## src/rtl/pts_tx_ctrl_pkg.sv

```systemverilog
`default_nettype none
// ============================================================================
// Module   : pts_tx_pkg
// Purpose  : Shared types and helpers for the PTS transmit sequencer.
// Revision : 1.0  initial release
// ============================================================================
package pts_tx_pkg;

  // Sequencer states; the explicit width keeps the encoding stable.
  typedef enum logic [1:0] {
    IDLE  = 2'd0,
    SHIFT = 2'd1,
    GAP   = 2'd2
  } tx_state_t;

  // Bits needed to hold the values 0..count-1. The result is never less than 1,
  // so a degenerate count still gets a legal vector.
  function automatic int cnt_width(input int count);
    return (count <= 2) ? 1 : $clog2(count);
  endfunction

endpackage
`default_nettype wire

```

## src/rtl/pts_tx_ctrl_if.sv

```systemverilog
`default_nettype none
// ============================================================================
// Module   : pts_tx_ctrl_if
// Purpose  : Upstream word handshake plus the PTS control bundle.
//            master = word source / PTS side, slave = sequencer.
// Revision : 1.0  initial release
// ============================================================================
interface pts_tx_ctrl_if #(
  parameter int NUM_BITS = 8
);
  logic [NUM_BITS-1:0] data_in;
  logic                data_valid;
  logic                data_ready;
  logic                abort;
  logic                load_enable;
  logic                shift_enable;
  logic [NUM_BITS-1:0] pts_data;
  logic                tx_active;
  logic                word_done;

  modport master (
    output data_in, data_valid, abort,
    input  data_ready, load_enable, shift_enable, pts_data, tx_active, word_done
  );

  modport slave (
    input  data_in, data_valid, abort,
    output data_ready, load_enable, shift_enable, pts_data, tx_active, word_done
  );
endinterface
`default_nettype wire

```

## src/rtl/pts_bit_timer.sv

```systemverilog
`default_nettype none
// ============================================================================
// Module   : pts_bit_timer
// Purpose  : Rollover counter 0..rollover_val with synchronous clear.
//            rollover_flag is combinational and marks the terminal count.
// Revision : 1.0  initial release
// ============================================================================
module pts_bit_timer #(
  parameter int WIDTH = 4
) (
  input  wire logic             clk,
  input  wire logic             n_rst,
  input  wire logic             clear,
  input  wire logic             count_enable,
  input  wire logic [WIDTH-1:0] rollover_val,
  output logic                  rollover_flag
);
  logic [WIDTH-1:0] count;

  assign rollover_flag = (count == rollover_val);

  // Count up on enable; wrap to zero after the terminal value; clear wins.
  always_ff @(posedge clk or negedge n_rst) begin
    if (!n_rst) begin
      count <= '0;
    end else if (clear) begin
      count <= '0;
    end else if (count_enable) begin
      count <= rollover_flag ? '0 : count + 1'b1;
    end
  end
endmodule
`default_nettype wire

```

## src/rtl/pts_tx_ctrl.sv

```systemverilog
`default_nettype none
// ============================================================================
// Module   : pts_tx_ctrl
// Purpose  : Paces words from a valid/ready source into an idle-high
//            parallel-to-serial shifter, one bit every CLKS_PER_BIT clocks,
//            with optional inter-word gap and synchronous abort.
// Revision : 1.0  initial release
// ============================================================================
module pts_tx_ctrl
  import pts_tx_pkg::*;
#(
  parameter int NUM_BITS     = 8,
  parameter int CLKS_PER_BIT = 8,
  parameter int GAP_PERIODS  = 0
) (
  input  wire logic     clk,
  input  wire logic     n_rst,
  pts_tx_ctrl_if.slave  bus
);
  localparam int CLK_W     = cnt_width(CLKS_PER_BIT);
  localparam int BIT_W     = cnt_width(NUM_BITS);
  localparam int GAP_TOTAL = GAP_PERIODS * CLKS_PER_BIT;
  localparam int GAP_W     = cnt_width(GAP_TOTAL);

  localparam logic [CLK_W-1:0] CLK_LAST = CLK_W'(CLKS_PER_BIT - 1);
  localparam logic [BIT_W-1:0] BIT_LAST = BIT_W'(NUM_BITS - 1);

  tx_state_t           state;
  tx_state_t           next_state;
  logic                armed;
  logic                clk_flag;
  logic                bit_flag;
  logic                gap_flag;
  logic                abort_hit;
  logic                ready;
  logic                load;
  logic                shift;
  logic                done;
  logic [NUM_BITS-1:0] load_word;

  // abort is ignored until the first clock after reset release.
  assign abort_hit = armed && bus.abort;

  // armed rises on the first clock after reset release and stays high.
  always_ff @(posedge clk or negedge n_rst) begin
    if (!n_rst) armed <= 1'b0;
    else        armed <= 1'b1;
  end

  // State register.
  always_ff @(posedge clk or negedge n_rst) begin
    if (!n_rst) state <= IDLE;
    else        state <= next_state;
  end

  // Clocks within a bit period; it wraps at the boundary, which also restarts
  // the period on a seamless back-to-back reload.
  pts_bit_timer #(.WIDTH(CLK_W)) u_clk_timer (
    .clk          (clk),
    .n_rst        (n_rst),
    .clear        (abort_hit || (state != SHIFT)),
    .count_enable (state == SHIFT),
    .rollover_val (CLK_LAST),
    .rollover_flag(clk_flag)
  );

  // Bit index within the word; it advances only on bit boundaries.
  pts_bit_timer #(.WIDTH(BIT_W)) u_bit_timer (
    .clk          (clk),
    .n_rst        (n_rst),
    .clear        (abort_hit || (state != SHIFT)),
    .count_enable ((state == SHIFT) && clk_flag),
    .rollover_val (BIT_LAST),
    .rollover_flag(bit_flag)
  );

  generate
    if (GAP_PERIODS > 0) begin : g_gap
      pts_bit_timer #(.WIDTH(GAP_W)) u_gap_timer (
        .clk          (clk),
        .n_rst        (n_rst),
        .clear        (abort_hit || (state != GAP)),
        .count_enable (state == GAP),
        .rollover_val (GAP_W'(GAP_TOTAL - 1)),
        .rollover_flag(gap_flag)
      );
    end else begin : g_no_gap
      assign gap_flag = 1'b0;
    end
  endgenerate

  // Next-state and output decode; abort overrides everything at the end.
  always_comb begin
    next_state = state;
    ready      = 1'b0;
    load       = 1'b0;
    shift      = 1'b0;
    done       = 1'b0;
    load_word  = '1;
    case (state)
      IDLE: begin
        ready = armed && !bus.abort;
        if (ready && bus.data_valid) begin
          load       = 1'b1;
          load_word  = bus.data_in;
          next_state = SHIFT;
        end
      end
      SHIFT: begin
        if (clk_flag) begin
          if (!bit_flag) begin
            shift = 1'b1;
          end else begin
            done = 1'b1;
            if (GAP_PERIODS == 0) begin
              ready = 1'b1;
              if (bus.data_valid) begin
                load      = 1'b1;
                load_word = bus.data_in;
              end else begin
                shift      = 1'b1;
                next_state = IDLE;
              end
            end else begin
              shift      = 1'b1;
              next_state = GAP;
            end
          end
        end
      end
      GAP: begin
        if (gap_flag) next_state = IDLE;
      end
      default: next_state = IDLE;
    endcase
    if (abort_hit) begin
      next_state = IDLE;
      ready      = 1'b0;
      load       = 1'b1;
      shift      = 1'b0;
      done       = 1'b0;
      load_word  = '1;
    end
  end

  assign bus.data_ready   = ready;
  assign bus.load_enable  = load;
  assign bus.shift_enable = shift;
  assign bus.word_done    = done;
  assign bus.pts_data     = load_word;
  assign bus.tx_active    = (state != IDLE);
endmodule
`default_nettype wire

```

## src/flat_wrapper.sv

```systemverilog
// flat-port wrapper written by rule: the top's interface ports become plain ports
module pts_tx_ctrl_flat import pts_tx_pkg::*;
#(
  parameter int NUM_BITS     = 8,
  parameter int CLKS_PER_BIT = 8,
  parameter int GAP_PERIODS  = 0
)
  (clk, n_rst, bus_data_in, bus_data_valid, bus_abort, bus_data_ready, bus_load_enable, bus_shift_enable, bus_pts_data, bus_tx_active, bus_word_done);
  pts_tx_ctrl_if #(.NUM_BITS(NUM_BITS)) bus_i ();
  input  wire logic clk;
  input  wire logic n_rst;
  input wire logic [$bits(bus_i.data_in)-1:0] bus_data_in;
  input wire logic [$bits(bus_i.data_valid)-1:0] bus_data_valid;
  input wire logic [$bits(bus_i.abort)-1:0] bus_abort;
  output wire logic [$bits(bus_i.data_ready)-1:0] bus_data_ready;
  output wire logic [$bits(bus_i.load_enable)-1:0] bus_load_enable;
  output wire logic [$bits(bus_i.shift_enable)-1:0] bus_shift_enable;
  output wire logic [$bits(bus_i.pts_data)-1:0] bus_pts_data;
  output wire logic [$bits(bus_i.tx_active)-1:0] bus_tx_active;
  output wire logic [$bits(bus_i.word_done)-1:0] bus_word_done;
  assign bus_i.data_in = bus_data_in;
  assign bus_i.data_valid = bus_data_valid;
  assign bus_i.abort = bus_abort;
  assign bus_data_ready = bus_i.data_ready;
  assign bus_load_enable = bus_i.load_enable;
  assign bus_shift_enable = bus_i.shift_enable;
  assign bus_pts_data = bus_i.pts_data;
  assign bus_tx_active = bus_i.tx_active;
  assign bus_word_done = bus_i.word_done;
  pts_tx_ctrl #(.NUM_BITS(NUM_BITS), .CLKS_PER_BIT(CLKS_PER_BIT), .GAP_PERIODS(GAP_PERIODS)) u_core (.clk(clk), .n_rst(n_rst), .bus(bus_i));
endmodule
```

## config.mk

```make
export PLATFORM = sky130hd
export DESIGN_NAME = pts_tx_ctrl_flat
export DESIGN_NICKNAME = d
export VERILOG_FILES = /design/src/rtl/pts_tx_ctrl_pkg.sv /design/src/rtl/pts_tx_ctrl_if.sv /design/src/rtl/pts_bit_timer.sv /design/src/rtl/pts_tx_ctrl.sv /design/src/flat_wrapper.sv
export SDC_FILE = /design/constraint.sdc
export NUM_CORES = 1
export LEC_CHECK = 0
export ABC_CLOCK_PERIOD_IN_PS = 3700
export CAP_MARGIN = 25
export CELL_PAD_IN_SITES_DETAIL_PLACEMENT = 1
export CELL_PAD_IN_SITES_GLOBAL_PLACEMENT = 2
export CORE_MARGIN = 5
export CORE_UTILIZATION = 25
export DETAILED_ROUTE_END_ITERATION = 8
export PLACE_DENSITY_LB_ADDON = 0.1
export REMOVE_ABC_BUFFERS = 1
export SETUP_SLACK_MARGIN = 0.02
export SKIP_CTS_REPAIR_TIMING = 1
export SLEW_MARGIN = 20
export SYNTH_ARGS = -nofsm -noshare
export SYNTH_HDL_FRONTEND = slang
export SYNTH_SLANG_ARGS = --single-unit
```

## constraint.sdc

```tcl
create_clock -name clk -period 3.7 [get_ports clk]
set_input_delay 0.555 -clock clk [delete_from_list [all_inputs] [get_ports clk]]
set_output_delay 0.555 -clock clk [all_outputs]
set_load 0.05 [all_outputs]
```

==> flow_summary.toml <==
[outcome]
run_status = "complete, no violations"

[final_layout]
design_area_um2 = 846
area_growth_pct = 43.2
mostFrequentLayoutCell = "clkdlybuf4s50_1"
multi_input_area_um2 = 337
n_antenna_cell = 0
nFillCells = 263
drive_above_1_share = 0.0843
instances_no_fill = 111
fin_nets = 102
fin_util = 0.379
seq_area_um2 = 200
layout_common_cells = "clkdlybuf4s50_1 (24), nand4_1 (9), nor2b_1 (8), dfrtp_1 (8), ha_1 (5)"

[global_route]
overflow = 0
grt_usage = 0.0861
grt_pass1_vias = 486
antenna_found_initial = 0
grt_max_degree = 13
grt_pass1_wl_mm = 2.27

[sta]
rsz0062_at_grt = "no"
min_period_ns = 3.06
final.setup.tns_ns = 0
clock_skew_ns = 0.00265
setup_violations = 0
timing.final.crit_share = 0.826
maxSlewViolCount = 0
worstMarginPinSlew_ns = 0.503
finalHoldViolCount = 0
max_freq_ghz = 0.327
slew_headroom = 0.663

[clock_network]
cts_made_buffers = 3
path_clk_slew_ns = 0.05
clock_latency_ns = 0.26
clockBufferDepth = 2
cts_tree = "built"
root_buffer = "clkbuf_4"
clock-sinks = 8
cts_max_level = 1

[min_path]
hold_class = "reg2reg"

[placement]
gp_congestion = 0.741
portBuffers = 24
place_inst = 108
dp_hpwl_mm = 1.08
placed_area_um2 = 823

[worst_setup_path]
cp_max_fo = 10
worstReg2RegStart = "u_core.u_clk_timer.count[0]"
critPathRequiredTime_ns = 3.14
reg2reg_to = "u_core.state[0]"
crit_path_end = "bus_data_ready"
reg2reg_slack_ns = 2.10
r2r_cells = 4
end_kind = "output port"
crit_arrival_ns = 2.50
worstSetupStartpoint = "u_core.u_clk_timer.count[0]"
crit_type = "reg2out"
cp-start-kind = "flip-flop"

[floorplan]
pin_count = 25
initial_core_util = 0.264
rows = 17
die_h_um = 58.6
dieArea_um2 = 3430
fp.dieW_um = 58.6
core_um2 = 2230

[detailed_routing]
routed_wl_mm = 1.46
drt_pass1_iterations = 3
drt-initial-drc-count = 6
viasPerCell = 4.60
wl_per_cell_um = 13.1
via_count = 511
drc = 0
ant_nets = 0

[synthesis]
syn_area_um2 = 591
synthArstFlopShare = 1.00
synth_seq_cells = 8
ys_seq_area_frac = 0.339
synth-edff-count = 0
syn_inst = 61
ys.flop_type = "dfrtp_1"
synth.avg_cell_area_um2 = 9.68
yosysWarnings = 0
ys_types = 25

[power]
total_power_uw = 252
power.leakage_nw = 0.353
peakVddDrop_v = 0.000182
power.density_nw_per_um2 = 297

[run]
drv_cap = 0
[power by group]
part	leakage [nW]	internal, mW	switching, mW
registers	0.107	0.0915	0.00418
clock network	0.0138	0.0372	0.0304
logic	0.233	0.0355	0.0528
[how the worst min path moves through the flow]
stage | start | end | slack [ns] | cells after the start
after floorplan | n_rst | u_core.armed | 0.26 | 0
after global placement | u_core.u_clk_timer.count[0] | u_core.u_clk_timer.count[0] | 0.43 | 1
after detailed placement | u_core.u_clk_timer.count[0] | u_core.u_clk_timer.count[0] | 0.43 | 1
after CTS | u_core.u_clk_timer.count[0] | u_core.u_clk_timer.count[0] | 0.44 | 1
after global routing | u_core.u_clk_timer.count[0] | u_core.u_clk_timer.count[0] | 0.46 | 1
final | u_core.u_clk_timer.count[0] | u_core.u_clk_timer.count[0] | 0.43 | 1
[layer usage]
metal  GRT usage  share of wire  up-vias
met5           0              0        -
met4      0.0583          0.020        0
met3      0.0132          0.076        3
met2       0.139           0.46       20
met1       0.105           0.45      227
li1            -              -      261
[cell type report]
type | instances | share of cell area
clock buffers | 3 | 0.0266
multi-input cells | 45 | 0.398
inverters | 3 | 0.0133
flip-flops and latches | 8 | 0.237
repair buffers | 24 | 0.284
well taps | 28 | 0.0414
[kinds of logic after synthesis]
| group | share of synthesized area |
|---|---|
| compound gates | 0.121 |
| fa+ha+maj | 0.106 |
| buf+inv | 0.0911 |
| flops | 0.339 |
| mux | 0.0169 |
| other cells | 0.00635 |
| simple gates | 0.320 |
[worst max-delay path: stages, from the launching register on]
cell,delay (ns)
dfrtp_1,0.34
ha_1,0.17
ha_1,0.33
a21bo_1,0.37
and3_2,0.24
clkdlybuf4s50_1,0.79
[state kept, by name, indices dropped and copies added (netlist names)]
name,count
u_core.armed,1
u_core.u_bit_timer.count,3
u_core.state,1
u_core.u_clk_timer.count,3
[stage by stage]
| stage | hold slack (ns) | setup WS, ns |
|---|---|---|
| after floorplan | 0.259 | 0.977 |
| after global placement | 0.429 | 0.786 |
| after detailed placement | 0.431 | 0.769 |
| after CTS | 0.438 | 0.606 |
| after global routing | 0.465 | 0.507 |
| final | 0.433 | 0.642 |
[Yosys cell counts (all sizes together) (2+ instances only)]
library cell,count,share of area
nand4,9,0.095
dfrtp,8,0.34
nor2b,8,0.085
ha,5,0.11
buf,4,0.066
inv,3,0.019
a21bo,2,0.034
a21oi,2,0.017
and3,2,0.025
nand2,2,0.013
nand2b,2,0.021
nor2,2,0.013
nor3,2,0.017
(Power assumes the default switching activity.)
